--- src/rtl/mpy_csa_accum.sv ---
// Resolves the multiplier's carry-save pair and accumulates products per frame, emitting a scaled, saturated result.
// Latency: 2 cycles from input to out_valid (stage 1 resolves the product, stage 2 accumulates and registers the result).
// Backpressure: none; one product per clock is accepted unconditionally and the consumer must sample on o_out_valid.
module mpy_csa_accum #(
    parameter int ACC_W = 24,
    parameter int OUT_W = 16,
    parameter int SHIFT = 0
) (
    input  logic             i_clk,
    input  logic             i_rst_n,
    input  logic             i_in_valid,
    input  logic             i_in_last,
    input  logic [15:0]      i_csa_a,
    input  logic [15:0]      i_csa_b,
    input  logic             i_prod_signed,
    input  logic             i_flush,
    output logic             o_out_valid,
    output logic [OUT_W-1:0] o_out_data,
    output logic [ACC_W-1:0] o_out_acc,
    output logic             o_out_ovf,
    output logic [7:0]       o_out_taps
);

    // Stage 1 registers
    logic [15:0]      r_p1;
    logic             r_v1;
    logic             r_last1;
    logic             r_sgn1;

    // Stage 2 state
    logic [ACC_W-1:0] r_acc;
    logic [7:0]       r_tap;
    logic             r_first;

    // Combinational paths
    logic [15:0]              w_sum;
    logic [ACC_W-1:0]         w_ext;
    logic [ACC_W-1:0]         w_acc_nxt;
    logic [7:0]               w_tap_nxt;
    logic signed [ACC_W-1:0]  w_shifted;
    logic [ACC_W-OUT_W:0]     w_hi;
    logic                     w_ovf;
    logic [OUT_W-1:0]         w_sat;
    logic                     w_close;

    // Carry out of bit 15 is intentionally dropped: the CSA pair always sums to a 16-bit product.
    assign w_sum = i_csa_a + i_csa_b;

    assign w_ext     = r_sgn1 ? {{(ACC_W-16){r_p1[15]}}, r_p1}
                              : {{(ACC_W-16){1'b0}}, r_p1};
    assign w_acc_nxt = (r_first ? '0 : r_acc) + w_ext;
    assign w_tap_nxt = r_first ? 8'd1 : ((r_tap == 8'hFF) ? 8'hFF : r_tap + 8'd1);
    assign w_close   = r_v1 & r_last1;

    // Saturation: the shifted value fits in OUT_W bits only when every bit from OUT_W-1 up is a copy of the sign.
    assign w_shifted = $signed(w_acc_nxt) >>> SHIFT;
    assign w_hi      = w_shifted[ACC_W-1:OUT_W-1];
    assign w_ovf     = ~((&w_hi) | ~(|w_hi));
    assign w_sat     = w_ovf ? (w_shifted[ACC_W-1] ? {1'b1, {(OUT_W-1){1'b0}}}
                                                   : {1'b0, {(OUT_W-1){1'b1}}})
                             : w_shifted[OUT_W-1:0];

    // Stage 1: capture the resolved product; a flush drops whatever is entering this cycle.
    always_ff @(posedge i_clk or negedge i_rst_n) begin
        if (!i_rst_n) begin
            r_v1    <= 1'b0;
            r_p1    <= '0;
            r_last1 <= 1'b0;
            r_sgn1  <= 1'b0;
        end else if (i_flush) begin
            r_v1    <= 1'b0;
        end else begin
            r_v1 <= i_in_valid;
            if (i_in_valid) begin
                r_p1    <= w_sum;
                r_last1 <= i_in_last;
                r_sgn1  <= i_prod_signed;
            end
        end
    end

    // Stage 2: accumulate and count taps; closing a frame re-arms r_first so the next product starts from 0.
    always_ff @(posedge i_clk or negedge i_rst_n) begin
        if (!i_rst_n) begin
            r_acc   <= '0;
            r_tap   <= '0;
            r_first <= 1'b1;
        end else if (i_flush) begin
            r_acc   <= '0;
            r_tap   <= '0;
            r_first <= 1'b1;
        end else if (r_v1) begin
            r_acc   <= w_acc_nxt;
            r_tap   <= w_tap_nxt;
            r_first <= r_last1;
        end
    end

    // Result registers: pulse valid on frame close, otherwise hold the last frame's fields (flush included).
    always_ff @(posedge i_clk or negedge i_rst_n) begin
        if (!i_rst_n) begin
            o_out_valid <= 1'b0;
            o_out_data  <= '0;
            o_out_acc   <= '0;
            o_out_ovf   <= 1'b0;
            o_out_taps  <= '0;
        end else if (i_flush) begin
            o_out_valid <= 1'b0;
        end else begin
            o_out_valid <= w_close;
            if (w_close) begin
                o_out_data <= w_sat;
                o_out_acc  <= w_acc_nxt;
                o_out_ovf  <= w_ovf;
                o_out_taps <= w_tap_nxt;
            end
        end
    end

endmodule

--- config.mk ---
export PLATFORM = sky130hd
export DESIGN_NAME = mpy_csa_accum
export DESIGN_NICKNAME = d
export VERILOG_FILES = /design/src/rtl/mpy_csa_accum.sv
export SDC_FILE = /design/constraint.sdc
export NUM_CORES = 1
export LEC_CHECK = 0
export CAP_MARGIN = 30
export CORE_ASPECT_RATIO = 0.9
export CORE_MARGIN = 3
export CORE_UTILIZATION = 48
export CTS_BUF_LIST = sky130_fd_sc_hd__clkbuf_4 sky130_fd_sc_hd__clkbuf_8
export DETAILED_ROUTE_END_ITERATION = 10
export PLACE_DENSITY = 0.83
export SLEW_MARGIN = 10
export SYNTH_ARGS = -nofsm -noshare
export SYNTH_HDL_FRONTEND = slang
export SYNTH_SLANG_ARGS = --single-unit
export TNS_END_PERCENT = 20
--- constraint.sdc ---
create_clock -name i_clk -period 5.65 [get_ports i_clk]
set_input_delay 0.8475 -clock i_clk [delete_from_list [all_inputs] [get_ports i_clk]]
set_output_delay 0.8475 -clock i_clk [all_outputs]
set_load 0.005 [all_outputs]
==> results of run 1 <==
[sequential cells by signal (all words and copies together) (netlist names), 8 cells and up]
register	flops
o_out_acc	24
r_acc	24
r_p1	16
o_out_data	16
r_tap	8
o_out_taps	8
[worst max path at each step]
stage                        startpoint  slack (ns)  depth (start not counted)                          to
floorplan           r_first$_DFFE_PN1P_        2.01                         15  o_out_data[10]$_DFFE_PN0P_
global placement    r_first$_DFFE_PN1P_        1.38                         12   o_out_data[1]$_DFFE_PN0P_
detailed placement  r_first$_DFFE_PN1P_        1.19                         11   o_out_data[2]$_DFFE_PN0P_
CTS                 r_first$_DFFE_PN1P_        1.19                         11   o_out_data[2]$_DFFE_PN0P_
global route        r_first$_DFFE_PN1P_        0.93                         11  o_out_data[14]$_DFFE_PN0P_
finish              r_first$_DFFE_PN1P_        1.29                         13   o_out_data[2]$_DFFE_PN0P_
[per-layer routing]
metal	share of wire [%]	global-route usage (%)	vias up
met1	46	29.6	2552
li1	-	-	2597
met4	1.7	7.15	0
met2	45	34.5	201
met3	6.4	3.50	26
met5	0	0	-
[cells by family (layout without fill, tap and decap cells)]
family	count (synthesis)	after routing	synth area share, %
AND/OR/NAND/NOR	267	267	19.9
AO/OA/AOI/OAI	181	181	18.6
flip-flops	102	102	40.9
buffers and inverters	57	132	3.68
adder cells (fa/ha/maj)	41	41	8.45
XOR/XNOR	37	37	5.19
multiplexers	21	21	3.38
[worst max-delay path: stages (launching register included)]
cell and delay [ns]:
dfstp_2 0.60, nor2b_1 0.21, ha_1 0.23, inv_1 0.08
fa_1 0.40, nand2b_1 0.20, a21oi_2 0.21, o211ai_2 0.21
a2111oi_0 0.67, o21ai_0 0.30, a21oi_1 0.23, nand4_2 0.47
a21oi_1 0.32, o21ai_0 0.11
[stage by stage]
step / utilization [%] / setup WS, ns / std cells
2_1_floorplan: - / 2.01 / 706
3_3_place_gp: 58.3 / 1.38 / 922
3_5_place_dp: 58.3 / 1.19 / 922
4_1_cts: 59.9 / 1.19 / 938
5_1_grt: 60.3 / 0.934 / 941
6_report: 60.3 / 1.29 / 941
[placed cells by master, fill, tap and decap left out, types with 6 or more instances in the layout]
cell type	count
a211oi_1	10
a21o_1	9
a21oi_1	39
a21oi_2	9
a31oi_1	7
and3_1	10
buf_4	7
clkbuf_8	9
clkdlybuf4s50_1	86
dfrtp_1	101
ha_1	39
inv_1	21
mux2i_1	20
nand2_1	121
nand2b_1	11
nand3_1	17
nor2_1	49
nor2b_1	26
nor3_1	8
o21ai_0	51
o21ai_1	12
o21bai_1	6
o31ai_1	6
xnor2_1	19
xor2_1	18
[power breakdown]
part	internal (W)	switching, W
Combinational	0.000381	0.000362
Clock	0.000212	0.000282
Sequential	0.000872	0.0000957
Total	0.00147	0.000740
[final cells by class]
class	count	area share (%)
Clock buffer	9	1.66
Timing Repair Buffer	95	12.8
Multi-Input combinational cell	547	46.5
Inverter	21	1.06
Clock inverter	7	1.07
Sequential cell	102	34.2
Tap cell	160	2.68
==> metrics.txt, run 1 <==
outcome=completed; pwr dens=296 nW/um^2; WL final=15.2 mm; flops & latches, synth=102; Final Net Count=855; MaxCap Viol Count=0; Detail Route Antenna Nets=0; CTS Sinks=102; clock buffer depth=2; sequential area share after synthesis=40.9%; Num CTS Buffers=9; Crit Path Max Fanout=37; register area=2550 sq um; Worst EP required=5.92 ns; Post-CTS Setup Inserts=0; post-synth net total=785; RSZ-0062 raised after global routing=false; initial antenna violation count=0; R2R depth=13; Post-Syn Instances=706; Distinct cells, synth=58; DRT iter0 DRCs=431; global placer's final weighted congestion=0.959; DP HPWL=11.2 mm; FFs w/ async S/R, synth=100%; first-pass GRT wire length=25.1 mm; reg2reg end=o_out_data[2]$_DFFE_PN0P_; total gr overflow=0; Ant. Diodes=0; reg-to-reg slack, setup=1.29 ns; crit path time final=4.36 ns; Final Cell Area=7460 sq um; Main synth FF type=dfrtp_1; Avg Inst Size Synth=8.85 sq um; Post-synth EDFFs=0; post-synth top area share=40.4%; crit start category=flip-flop; H-tree levels=3; Setup Crit Path Kind=reg -> reg; YS warnings=0; crit share post-route=77.2%; io pins=88; clk_lat worst skew=0.39 ns; port buffer count=87; Least-Margin Pin Slew=0.757 ns; HP Class=in -> async; Fmax=229 MHz; Setup Viol. Count Final=0; Layout Skew=0.0166 ns; Die Wd=126 microns; Yosys top cell by area=dfrtp_1; clk root buf=clkbuf_8; Synth top cells by count=121 x nand2_1, 101 x dfrtp_1, 51 x o21ai_0; Setup TNS=0 ns; crit path DAT=4.63 ns; LEAKAGE=3.40 nW; Filler cells=1049; WHS=0.391 ns; Hold-fix buffers, CTS=0; share of cells above drive strength 1=6.40%; Rows=38; final-report max-slew violation count=0; vias after detailed routing=5376; Reg clk slew, reported paths=0.11 ns; final count of hold timing violations=0; Crit Reg-Reg Startpoint=r_first$_DFFE_PN1P_; core area=12400 sq um; Total GRT Usage=21.4%; die area=14400 sq um; Die Ht=114 microns; multi-input logic area=3460 sq um; total chip power=0.00220 W; drt pass-1 iters=5; post_cts resized=0; Post-DP Area=7200 sq um; CTS tree=built; vias in the first global route=5115; DRC Markers=0; Peak supply drop=0.114 mV; most common cell in the synthesized netlist=nand2_1; Syn-to-layout area delta=19.3%; Post-Syn Area=6250 sq um; pin count of the biggest net entering global routing=69; slew margin rel.=48.3%; DR vias/cell=5.71; post-DR wirelength/cell=16.2 microns; Critical Path Sink Type=flip-flop; Area contributors post-synth=dfrtp_1 40%, ha_1 7.8%, nand2_1 7.3%, o21ai_0 4.1%, mux2i_1 3.2%; initial core utilization=50.5%
Power figures use the tool's default switching activity.
==> run 2, diff against run 1 <==
clock period = 4.3 ns   (was 5.65 ns; I/O delays follow)
==> metrics.txt, run 2 (synthesis gave the netlist of run 1 again) <==
initial core utilization=50.5% (unchanged); crit start category=flip-flop; RSZ-0062 raised after global routing=false; Final Net Count=863 (+0.94%); Die Ht=114 microns (unchanged); Critical Path End=o_out_data[3]$_DFFE_PN0P_; core area=12400 sq um (unchanged); vias in the first global route=5215 (+2.0%); HP Class=in -> async; total gr overflow=0 (unchanged); Detail Route Antenna Nets=0 (unchanged); Flop pwr share=41.3% (-2.6 points); most frequent cells in the layout=121 x nand2_1, 101 x dfrtp_1, 86 x clkdlybuf4s50_1; crit path time final=4.05 ns (-0.314 ns); crit share post-route=94.1% (+17 points); Setup Crit Path Kind=reg -> reg; Post-DP Area=7270 sq um (+0.94%); critical-path cell list=nand2b_1, inv_1, ha_1, a211oi_2, o211ai_2, a311o_1, mux2i_1, xnor2_1, nand4_1, nor4_2, o21ai_2, o21ai_0; share of cells above drive strength 1=7.48% (+1.1 points); CP max stage cell=dfstp_2; DR vias/cell=5.67 (-0.70%); vias after detailed routing=5384 (+0.15%); Fmax=247 MHz (+7.8%); Critical path origin=r_first$_DFFE_PN1P_; DRC Markers=0 (unchanged); clk_lat worst skew=0.37 ns (-0.02 ns); post-DR wirelength/cell=15.7 microns (-2.9%); MaxCap Viol Count=0 (unchanged); Num CTS Buffers=9 (unchanged); pwr dens=405 nW/um^2 (+37%); DRT iter0 DRCs=454 (+5.3%); Die Wd=126 microns (unchanged); Setup Viol. Count Final=0 (unchanged); global placer's final weighted congestion=0.908 (-5.3%); Peak supply drop=0.199 mV (+74%); clk root buf=clkbuf_8; Critical Path Max Stage Delay=0.91 ns (+0.24 ns); R2R depth=12 (-1); final count of hold timing violations=0 (unchanged); Regs by FF count=o_out_acc: 24 flops, r_acc: 24 flops; first-pass GRT wire length=25.0 mm (-0.30%); Reg clk slew, reported paths=0.11 ns (about the same); DP HPWL=11.0 mm (-1.8%); Least-Margin Pin Slew=0.814 ns (+0.0579 ns); Sw Ratio=31.0% (-2.6 points); slew margin rel.=44.3% (-4.0 points); final-report max-slew violation count=0 (unchanged); Hold-fix buffers, CTS=0 (unchanged); Ant. Diodes=0 (unchanged); Layout Skew=0.0123 ns (-0.00429 ns); commonest non-fill, non-tap cell in the layout=nand2_1; drt pass-1 iters=6 (+1); Crit Reg-Reg Startpoint=r_first$_DFFE_PN1P_; port buffer count=87 (unchanged); crit path DAT=4.35 ns (-0.28 ns); outcome=completed; Syn-to-layout area delta=21.5%; Sw Pwr=0.000953 W (+29%); io pins=88 (unchanged); Critical Path Sink Type=flip-flop; Internal=0.00212 W (+45%); clock buffer depth=2 (unchanged); WL final=14.9 mm (-2.1%); LEAKAGE=3.47 nW (+2.1%); Clk pwr share=26.7% (+4.3 points); logic gate share of total power=31.9% (-1.8 points); CTS Sinks=102 (unchanged); Final Cell Area=7590 sq um (+1.8%); pin count of the biggest net entering global routing=82 (+19%); die area=14400 sq um (unchanged); Crit Path Max Fanout=26 (-30%); Worst EP required=4.60 ns (-1.32 ns); initial antenna violation count=0 (unchanged); reg2reg end=o_out_data[3]$_DFFE_PN0P_; Post-CTS Setup Inserts=0 (unchanged); H-tree levels=3 (unchanged); Total GRT Usage=21.0% (-0.36 points); CTS tree=built; reg-to-reg slack, setup=0.25 ns (-1.04 ns); Setup TNS=0 ns (unchanged); Rows=38 (unchanged)
-- run 2: through the flow --
step	cells	hold slack [ns]	total power [W]	setup slack [ns]	util, %
after global placement	931	0.458	0.00223	0.252	58.8
after detailed placement	931	0.462	0.00227	0.137	58.8
after CTS	947	0.457	0.00308	0.140	61.1
final	949	0.156	0.00308	0.252	61.4
after floorplan	706	0.349	0.00177	0.663	-
after global routing	949	0.169	0.00325	0.0246	61.4
-- run 2: how the worst min path moves through the flow --
stage                                end                       from  cells after the start
5_1_grt             r_tap[6]$_DFFE_PN0P_                    i_rst_n                      1
3_5_place_dp   o_out_acc[18]$_DFFE_PN0P_  o_out_acc[18]$_DFFE_PN0P_                      2
4_1_cts        o_out_taps[4]$_DFFE_PN0P_                    i_rst_n                      1
3_3_place_gp    o_out_acc[9]$_DFFE_PN0P_   o_out_acc[9]$_DFFE_PN0P_                      2
2_1_floorplan   o_out_acc[0]$_DFFE_PN0P_                    i_rst_n                      0
6_report            r_tap[3]$_DFFE_PN0P_                    i_rst_n                      1
-- run 2: critical path, delay by kind of cell (launching register included) --
family	cells	cell delay [ns]
buffers and inverters	1	0.06
XOR/XNOR	1	0.42
flip-flops	1	0.91
AO/OA/AOI/OAI	5	1.32
AND/OR/NAND/NOR	3	0.81
multiplexers	1	0.15
adder cells (fa/ha/maj)	1	0.30
-- run 2: final cells by class --
type	count	area [sq um]
flip-flops and latches	102	2550
clock inverters	6	140
inverters	21	78.8
well taps	160	200
multi-input cells	547	3470
repair buffers	103	1020
fillers	1015	4770
clock buffers	10	138
-- run 2: per-layer routing --
layer  GRT usage [%]  vias to the layer above  wire length [microns]
li1                -                     2619                      -
met5               0                        -                      0
met1            29.8                     2517                   7060
met2            32.8                      216                   6640
met4            7.93                        0                    310
met3            3.22                       32                    907
-- run 2: power by group through the flow --
stage | Clock, W | Sequential, W | Combinational (W)
2_1_floorplan | 0 | 0.00127 | 0.000502
3_3_place_gp | 0 | 0.00128 | 0.000948
3_5_place_dp | 0 | 0.00129 | 0.000974
4_1_cts | 0.000828 | 0.00127 | 0.000981
5_1_grt | 0.000872 | 0.00129 | 0.00108
6_report | 0.000822 | 0.00127 | 0.000982
-- run 2: timing repair --
action	4_1_cts	5_1_grt
setup endpoints to repair	0	14
endpoints found under the hold margin	0	0
gates resized for setup	0	1
==> RTL edit, RTL diff (flow settings as in run 2) <==
The parameter `ACC_W` goes from 24 to 28.
--- a/src/rtl/mpy_csa_accum.sv
+++ b/src/rtl/mpy_csa_accum.sv
@@ -2,7 +2,7 @@
 // Latency: 2 cycles from input to out_valid (stage 1 resolves the product, stage 2 accumulates and registers the result).
 // Backpressure: none; one product per clock is accepted unconditionally and the consumer must sample on o_out_valid.
 module mpy_csa_accum #(
-    parameter int ACC_W = 24,
+    parameter int ACC_W = 28,
     parameter int OUT_W = 16,
     parameter int SHIFT = 0
 ) (
Ports: changed (resized o_out_acc); port bits go from 88 to 92. No check against the original RTL was run, so the function may have changed too.
==> RTL edit against run 2 <==
- total power is 1.4% higher
- worst setup slack lost 0.17 ns
- sequential cell count rose by 8
- via count increased by 14%
- synthesized area is 13% higher
- cell area grew 11%
- wire length increased by 16%
- maximum frequency fell by 4.0%
==> RTL edit: results (changes against run 2) <==
* Fillers at 1241 (+22%)
* Final GP Congestion at 0.958 (+5.6%)
* Worst Reg2Reg Path Length in Cells at 15 (+3)
* R2R Setup Slk at 0.08 ns (-0.17 ns)
* Compound-cell area share of the yosys netlist at 0.238 (+0.0522)
* Layout cell share with drive strength beyond 1 at 0.0877 (+0.0129)
* First-pass GRT wire length at 28.3 mm (+13%)
* Leakage power at 0.00375 uW (+8.1%)
* CP max FO at 13 (-50%)
* Maximum number of pins on one net before global-route repair at 48 (-41%)
* Vias in the first global route at 5775 (+11%)
* Detailed Route Iter0 Violations at 515 (+13%)
* Post-DP HPWL at 13.2 mm (+20%)
* Xor and xnor area share after synthesis at 0.0459 (-0.00599)
* IO buf count at 91 (+4.6%)
* Critical-path top delay cell: ha_1
* Slowest Stage Delay on Critical Path at 0.50 ns (-0.41 ns)
* Largest regs: o_out_acc: 28 flops, r_acc: 28 flops
* Fin Hold WS at 0.224 ns (+0.0680 ns)
* Dpl ws at 0.254 ns (+0.117 ns)
* Syn avg cell area at 8.70 sq um (-1.7%)
* Syn nets at 895 (+14%)
* Fin cells at 1094 (+15%)
* Placed cell areas at 8190 sq um (+13%)
* R2R Path End: o_out_data[5]
* Avg WL per Cell at 15.9 um (+1.0%)
* Critical Path AT at 4.49 ns (+0.14 ns)
* Min cycle time layout at 4.22 ns (+0.168 ns)
* Nets at 979 (+13%)
* Clk_skew at 0.0132 ns (+0.000876 ns)
* Synth Area in Adders at 0.0818 (-0.00267)
* Launch point of the worst reg-to-reg path: r_p1[15]
* Status: finished, final reports clean
* Register area share after synthesis at 0.390 (-0.0189)
* Worst Tran Pin Value at 0.617 ns (-0.197 ns)
==> RTL edit: changes by cell type after synthesis, moves of 14 or more <==
cell | before | now
a21oi_1 | 39 | 60
a22o_1 | 0 | 17
mux2i_1 | 20 | 3
nand2_1 | 121 | 99
nor2_1 | 49 | 79
o21ai_0 | 51 | 65
==> RTL edit: per-stage QoR <==
| stage | TNS [ns] | util |
|---|---|---|
| floorplan | 0 | - |
| global placement | 0 | 0.577 |
| detailed placement | 0 | 0.577 |
| CTS | 0 | 0.591 |
| global route | -0.0429 | 0.593 |
| finish | 0 | 0.593 |
==> RTL edit: routing by layer <==
layer | wire length (um) | part of all wire | vias up | global-route usage
met5 | 0 | 0 | - | 0
met4 | 345 | 0.020 | 0 | 0.0752
met3 | 967 | 0.056 | 25 | 0.0415
met2 | 7950 | 0.46 | 182 | 0.337
met1 | 8100 | 0.47 | 2894 | 0.299
li1 | - | - | 3039 | -
==> RTL edit: timing repair <==
action / CTS / global route
hold buffers: 0 / 0
endpoints found under the setup margin: 0 / 10
setup buffers: 0 / 2
endpoints found under the hold margin: 0 / 0
==> RTL edit: power by group <==
group / internal, uW / switching (uW) / total, uW
clock network: 291 / 372 / 664
registers: 1240 / 129 / 1370
logic: 578 / 513 / 1090
==> RTL edit: area by class of cell <==
| cell class | count | area (sq um) | share of cell area |
|---|---|---|---|
| clock buffer | 11 | 139 | 0.0165 |
| multi-input combinational | 633 | 4020 | 0.476 |
| tap | 193 | 241 | 0.0286 |
| timing repair buffer | 116 | 1120 | 0.132 |
| sequential | 110 | 2750 | 0.327 |
| inverter | 26 | 97.6 | 0.0116 |
| clock inverter | 5 | 67.6 | 0.00801 |
